**config.mk**
```make
export PLATFORM = sky130hd
export DESIGN_NAME = axis_frame_rr_arbiter
export DESIGN_NICKNAME = d
export VERILOG_FILES = /design/src/rtl/axis_frame_rr_arbiter.sv
export SDC_FILE = /design/constraint.sdc
export NUM_CORES = 1
export LEC_CHECK = 0
export CAP_MARGIN = 25
export CORE_MARGIN = 3
export CORE_UTILIZATION = 25
export DETAILED_ROUTE_END_ITERATION = 8
export SLEW_MARGIN = 10
export SYNTH_ARGS = -nofsm -noshare
export SYNTH_HDL_FRONTEND = slang
export SYNTH_SLANG_ARGS = --single-unit
```
**constraint.sdc**
```tcl
create_clock -name clk -period 5.59 [get_ports clk]
set_input_delay 1.118 -clock clk [delete_from_list [all_inputs] [get_ports clk]]
set_output_delay 1.118 -clock clk [all_outputs]
set_load 0.02 [all_outputs]
```
**src/rtl/axis_frame_rr_arbiter.sv**
```systemverilog
// Purpose : frame-level round-robin arbiter that drives bus_sel of a 4:1 AXI-Stream mux.
// Latency : grant appears 1 cycle after the request is seen; in_tready is combinational from out_tready.
// Backpres: in_tready of the granted channel follows out_tready; a stalled grant is released by a watchdog.
//
// Ports:
//   clk, rst_n                 clock, async active-low reset
//   arb_en                     allow new grants (the current frame always completes)
//   in_tvalid[3:0], in_tlast   per-decoder stream handshake inputs
//   out_tready                 tready of the downstream FIFO slave port
//   bus_sel[3:0]               registered mux select code
//   in_tready[3:0]             per-decoder tready (only the granted bit can be 1)
//   busy                       a grant is held
//   err_timeout                one-cycle pulse when the watchdog drops a grant
//   frame_cnt_0..3             completed frames per channel, wrapping
module axis_frame_rr_arbiter #(
  parameter logic [3:0]  CHOOSE_FIFO_0   = 4'b0100,
  parameter logic [3:0]  CHOOSE_FIFO_1   = 4'b0101,
  parameter logic [3:0]  CHOOSE_FIFO_2   = 4'b0110,
  parameter logic [3:0]  CHOOSE_FIFO_3   = 4'b0111,
  parameter logic [3:0]  NON_FIFO_CHOOSE = 4'b0000,
  parameter int unsigned IDLE_TIMEOUT    = 256,
  parameter int unsigned CNT_W           = 16
) (
  input  logic             clk,
  input  logic             rst_n,
  input  logic             arb_en,
  input  logic [3:0]       in_tvalid,
  input  logic [3:0]       in_tlast,
  input  logic             out_tready,
  output logic [3:0]       bus_sel,
  output logic [3:0]       in_tready,
  output logic             busy,
  output logic             err_timeout,
  output logic [CNT_W-1:0] frame_cnt_0,
  output logic [CNT_W-1:0] frame_cnt_1,
  output logic [CNT_W-1:0] frame_cnt_2,
  output logic [CNT_W-1:0] frame_cnt_3
);

  typedef enum logic {ST_IDLE = 1'b0, ST_GRANT = 1'b1} state_t;

  // Watchdog value at which a further idle cycle releases the grant.
  localparam logic [15:0]      WD_LAST = 16'(IDLE_TIMEOUT - 1);
  localparam logic [CNT_W-1:0] CNT_ONE = CNT_W'(1);

  state_t           state_q, state_d;
  logic [1:0]       g_q, g_d;
  logic [1:0]       last_q, last_d;
  logic [15:0]      wdog_q, wdog_d;
  logic [3:0]       bus_sel_q, bus_sel_d;
  logic             busy_q, busy_d;
  logic             err_q, err_d;
  logic [CNT_W-1:0] cnt_q [4];
  logic [CNT_W-1:0] cnt_d [4];

  logic             found;
  logic [1:0]       pick;
  logic [1:0]       idx;
  logic             xfer;

  function automatic logic [3:0] sel_code(input logic [1:0] ch);
    case (ch)
      2'd0:    sel_code = CHOOSE_FIFO_0;
      2'd1:    sel_code = CHOOSE_FIFO_1;
      2'd2:    sel_code = CHOOSE_FIFO_2;
      default: sel_code = CHOOSE_FIFO_3;
    endcase
  endfunction

  // Round-robin search starting just after the last granted channel.
  always_comb begin
    found = 1'b0;
    pick  = 2'd0;
    idx   = 2'd0;
    for (int k = 1; k <= 4; k++) begin
      idx = last_q + 2'(k);
      if (!found && in_tvalid[idx]) begin
        found = 1'b1;
        pick  = idx;
      end
    end
  end

  always_comb begin
    state_d   = state_q;
    g_d       = g_q;
    last_d    = last_q;
    wdog_d    = wdog_q;
    bus_sel_d = bus_sel_q;
    busy_d    = busy_q;
    err_d     = 1'b0;
    for (int i = 0; i < 4; i++) cnt_d[i] = cnt_q[i];
    in_tready = 4'b0000;
    xfer      = 1'b0;

    case (state_q)
      ST_IDLE: begin
        if (arb_en && found) begin
          state_d   = ST_GRANT;
          g_d       = pick;
          bus_sel_d = sel_code(pick);
          busy_d    = 1'b1;
          wdog_d    = 16'd0;
        end
      end
      ST_GRANT: begin
        in_tready[g_q] = out_tready;
        xfer           = in_tvalid[g_q] & out_tready;
        if (xfer && in_tlast[g_q]) begin
          // End of frame wins over a simultaneous watchdog expiry.
          state_d    = ST_IDLE;
          bus_sel_d  = NON_FIFO_CHOOSE;
          busy_d     = 1'b0;
          last_d     = g_q;
          cnt_d[g_q] = cnt_q[g_q] + CNT_ONE;
        end else if (xfer) begin
          wdog_d = 16'd0;
        end else if (wdog_q == WD_LAST) begin
          // Drop the stalled frame; it is not counted.
          state_d   = ST_IDLE;
          bus_sel_d = NON_FIFO_CHOOSE;
          busy_d    = 1'b0;
          last_d    = g_q;
          err_d     = 1'b1;
        end else begin
          wdog_d = wdog_q + 16'd1;
        end
      end
      default: state_d = ST_IDLE;
    endcase
  end

  always_ff @(posedge clk or negedge rst_n) begin
    if (!rst_n) begin
      state_q   <= ST_IDLE;
      g_q       <= 2'd0;
      last_q    <= 2'd3;
      wdog_q    <= 16'd0;
      bus_sel_q <= NON_FIFO_CHOOSE;
      busy_q    <= 1'b0;
      err_q     <= 1'b0;
      for (int i = 0; i < 4; i++) cnt_q[i] <= '0;
    end else begin
      state_q   <= state_d;
      g_q       <= g_d;
      last_q    <= last_d;
      wdog_q    <= wdog_d;
      bus_sel_q <= bus_sel_d;
      busy_q    <= busy_d;
      err_q     <= err_d;
      for (int i = 0; i < 4; i++) cnt_q[i] <= cnt_d[i];
    end
  end

  assign bus_sel     = bus_sel_q;
  assign busy        = busy_q;
  assign err_timeout = err_q;
  assign frame_cnt_0 = cnt_q[0];
  assign frame_cnt_1 = cnt_q[1];
  assign frame_cnt_2 = cnt_q[2];
  assign frame_cnt_3 = cnt_q[3];

endmodule

```
==> out/qor.yml <==
outcome:
  outcome: "finished, final reports clean"
detailed_routing:
  dr_wl_met2_um: 5500
  vias_per_cell: 4.66
  routed-wl-met3_um: 657
  routed_wl_um: 11800
  wl_met1_um: 5540
  top_layer: "met4"
  ant_nets: 0
  post_drt_wl_per_cell_um: 16.7
  num_vias: 3294
  drc_errors: 0
  firstDrtPassIters: 4
  drtIter0Drc: 140
synth:
  synth_xor_area_frac: 0.0569
  ys.flop_type: "dfrtp_1"
  synth-seq-cells: 89
  synth_edf_count: 0
  synthAdderAreaFrac: 0.00581
  synth_top_family_by_area: "simple AND/OR/NAND/NOR gates"
  yosys_warnings: 0
  synth.top_cell.area_share: 0.505
  synth.area.mux_share: 0.121
  synth_area_leaders: "dfrtp_1, mux4_2, nand2_1, o21ai_0, xor2_1"
  syn_area_um2: 4310
  synth_compound_area_frac: 0.0976
  syn-num-nets: 416
  syn-instance-count: 402
  synthSimpleGateAreaFrac: 0.168
  async_reset_ff_frac: 1.00
  synth.avg_cell_area_um2: 10.7
  seq_area_frac_synth: 0.518
  synth_top_area_cell: "dfrtp_1"
  ys_types: 45
timing:
  rsz0062_at_grt: "false"
  fin_crit_sh: 0.685
  slew_violations: 0
  postLayoutSetupSlackWorst_ns: 1.76
  worst_pin_slew_ns: 0.888
  fin_crit_ns: 3.83
  max_clock_freq_mhz: 261
  finalSetupTns_ns: 0
  slew_headroom: 0.408
  fin_worst_skew_ns: 0.00654
  setup_viol: 0
  final_hold_viol_count: 0
floorplanning:
  core_area_um2: 16700
  dieWidth_um: 137
  initial_core_util: 0.258
  rows: 47
  die-area_um2: 18800
  die_h_um: 137
  num_io_pins: 86
setup_path:
  worst_ep_required_time_ns: 4.47
  r2r_end: "frame_cnt_3[12]"
  start_kind: "primary input"
  cp-end-kind: "output pin"
  crit_path_max_fanout: 3
  rrSetupSlack_ns: 2.54
  r2r-start: "g_q[0]"
  crit_type: "primary input to output pin"
  arrival_ns: 2.71
  reg2regPathDepth: 8
clock_tree:
  clock_tree.root_cell: "clkbuf_16"
  cts_resized: 0
  cts_buffers: 9
  hold_buffers: 0
  cts_tree: "done"
  cts.sinks: 89
  h-tree-depth: 3
  clock_path_buffers: 2
  clkTransAtPathRegs_ns: 0.06
  worstSkewPairLatency_ns: 0.34
  post_cts_buffers: 0
finish:
  area_delta_synth_final_pct: 30.8
  final_core_util: 0.337
  layout_common_cells: "dfrtp_1, clkdlybuf4s50_1, nand2_1, o21ai_0, nor2_1"
  layout.nets: 496
  layoutNonFillerInstCount: 707
  drive_above_1_share: 0.115
  diodes: 0
  final_common_cell: "dfrtp_1"
placed_design:
  io_buffers: 84
  gp_congestion: 0.767
  pre_cts_ws_ns: 1.76
  dp_cells: 691
  hpwl_um: 8230
worst_hold_path:
  hp-class: "flop to flop"
  min_path_cells: 2
  min_from: "frame_cnt_0[11]"
  hold_end: "frame_cnt_0[11]"
pwr:
  finalPower_w: 0.00330
  leakage_nw: 2.34
  vdd_drop_max_mv: 0.284
  power.density_nw_per_um2: 585
global_routing:
  grt_first_pass_wirelength_um: 18900
  grt_pass1_vias: 3404
  overflow: 0
  grt.total_usage: 0.131
  grt_max_degree: 59
  antenna_found_initial: 0
flow_run:
  cap_violations: 0
## routing by layer
metal / GRT usage / vias to the layer above
met1: 0.175 / 1645
met2: 0.208 / 74
met3: 0.0391 / 11
li1: - / 1564
met5: 0 / -
met4: 0.0333 / 0
## area by class of cell
type,count,area (um2)
well taps,220,275
repair buffers,93,906
inverters,3,11.3
multi-input cells,286,1940
clock buffers,13,260
fillers,1711,11100
flip-flops and latches,89,2230
clock inverters,3,15.0
## worst max-delay path, cell delays in order
cell and delay (ns):
clkdlybuf4s50_1 0.52, nand2_1 0.10, nor3b_1 0.31, clkdlybuf4s50_1 0.67
## stage by stage
step / hold WS (ns) / instance area, um2
6_report: 0.503 / 5640
3_3_place_gp: 0.487 / 5360
4_1_cts: 0.513 / 5640
2_1_floorplan: 0.471 / 4310
5_1_grt: 0.534 / 5640
3_5_place_dp: 0.495 / 5360
## state kept, by name, indices dropped and copies added, names as in the netlist
name,cells
frame_cnt_0,16
frame_cnt_1,16
frame_cnt_2,16
frame_cnt_3,16
wdog_q,16
bus_sel,3
g_q,2
last_q,2
err_timeout,1
state_q,1
## power by group
group | switching [W] | internal (W)
registers | 0.000251 | 0.000886
clock network | 0.000237 | 0.000324
logic | 0.000859 | 0.000740
## cell usage after synthesis (7+ instances only)
| cell type | count |
|---|---|
| mux4_2 | 16 |
| buf_2 | 7 |
| o21ai_0 | 49 |
| clkbuf_1 | 11 |
| nand3_1 | 11 |
| nand4_1 | 8 |
| nand2_1 | 66 |
| xor2_1 | 22 |
| dfrtp_1 | 87 |
| nor2_1 | 33 |
| a21oi_1 | 17 |
| and3_1 | 8 |
## cell families after synthesis
group	Yosys count
compound gates	75
flops	89
fa+ha+maj	2
simple gates	152
buf+inv	27
other cells	1
xor+xnor	28
mux	28
## worst max path at each step
stage / slack [ns] / start / to
CTS: 1.75 / out_tready / in_tready[2]
finish: 1.76 / out_tready / in_tready[2]
detailed placement: 1.76 / out_tready / in_tready[2]
global route: 1.64 / out_tready / in_tready[1]
global placement: 1.85 / out_tready / in_tready[2]
floorplan: 2.69 / out_tready / in_tready[2]
Note: power is estimated with default switching activity, not from simulation.
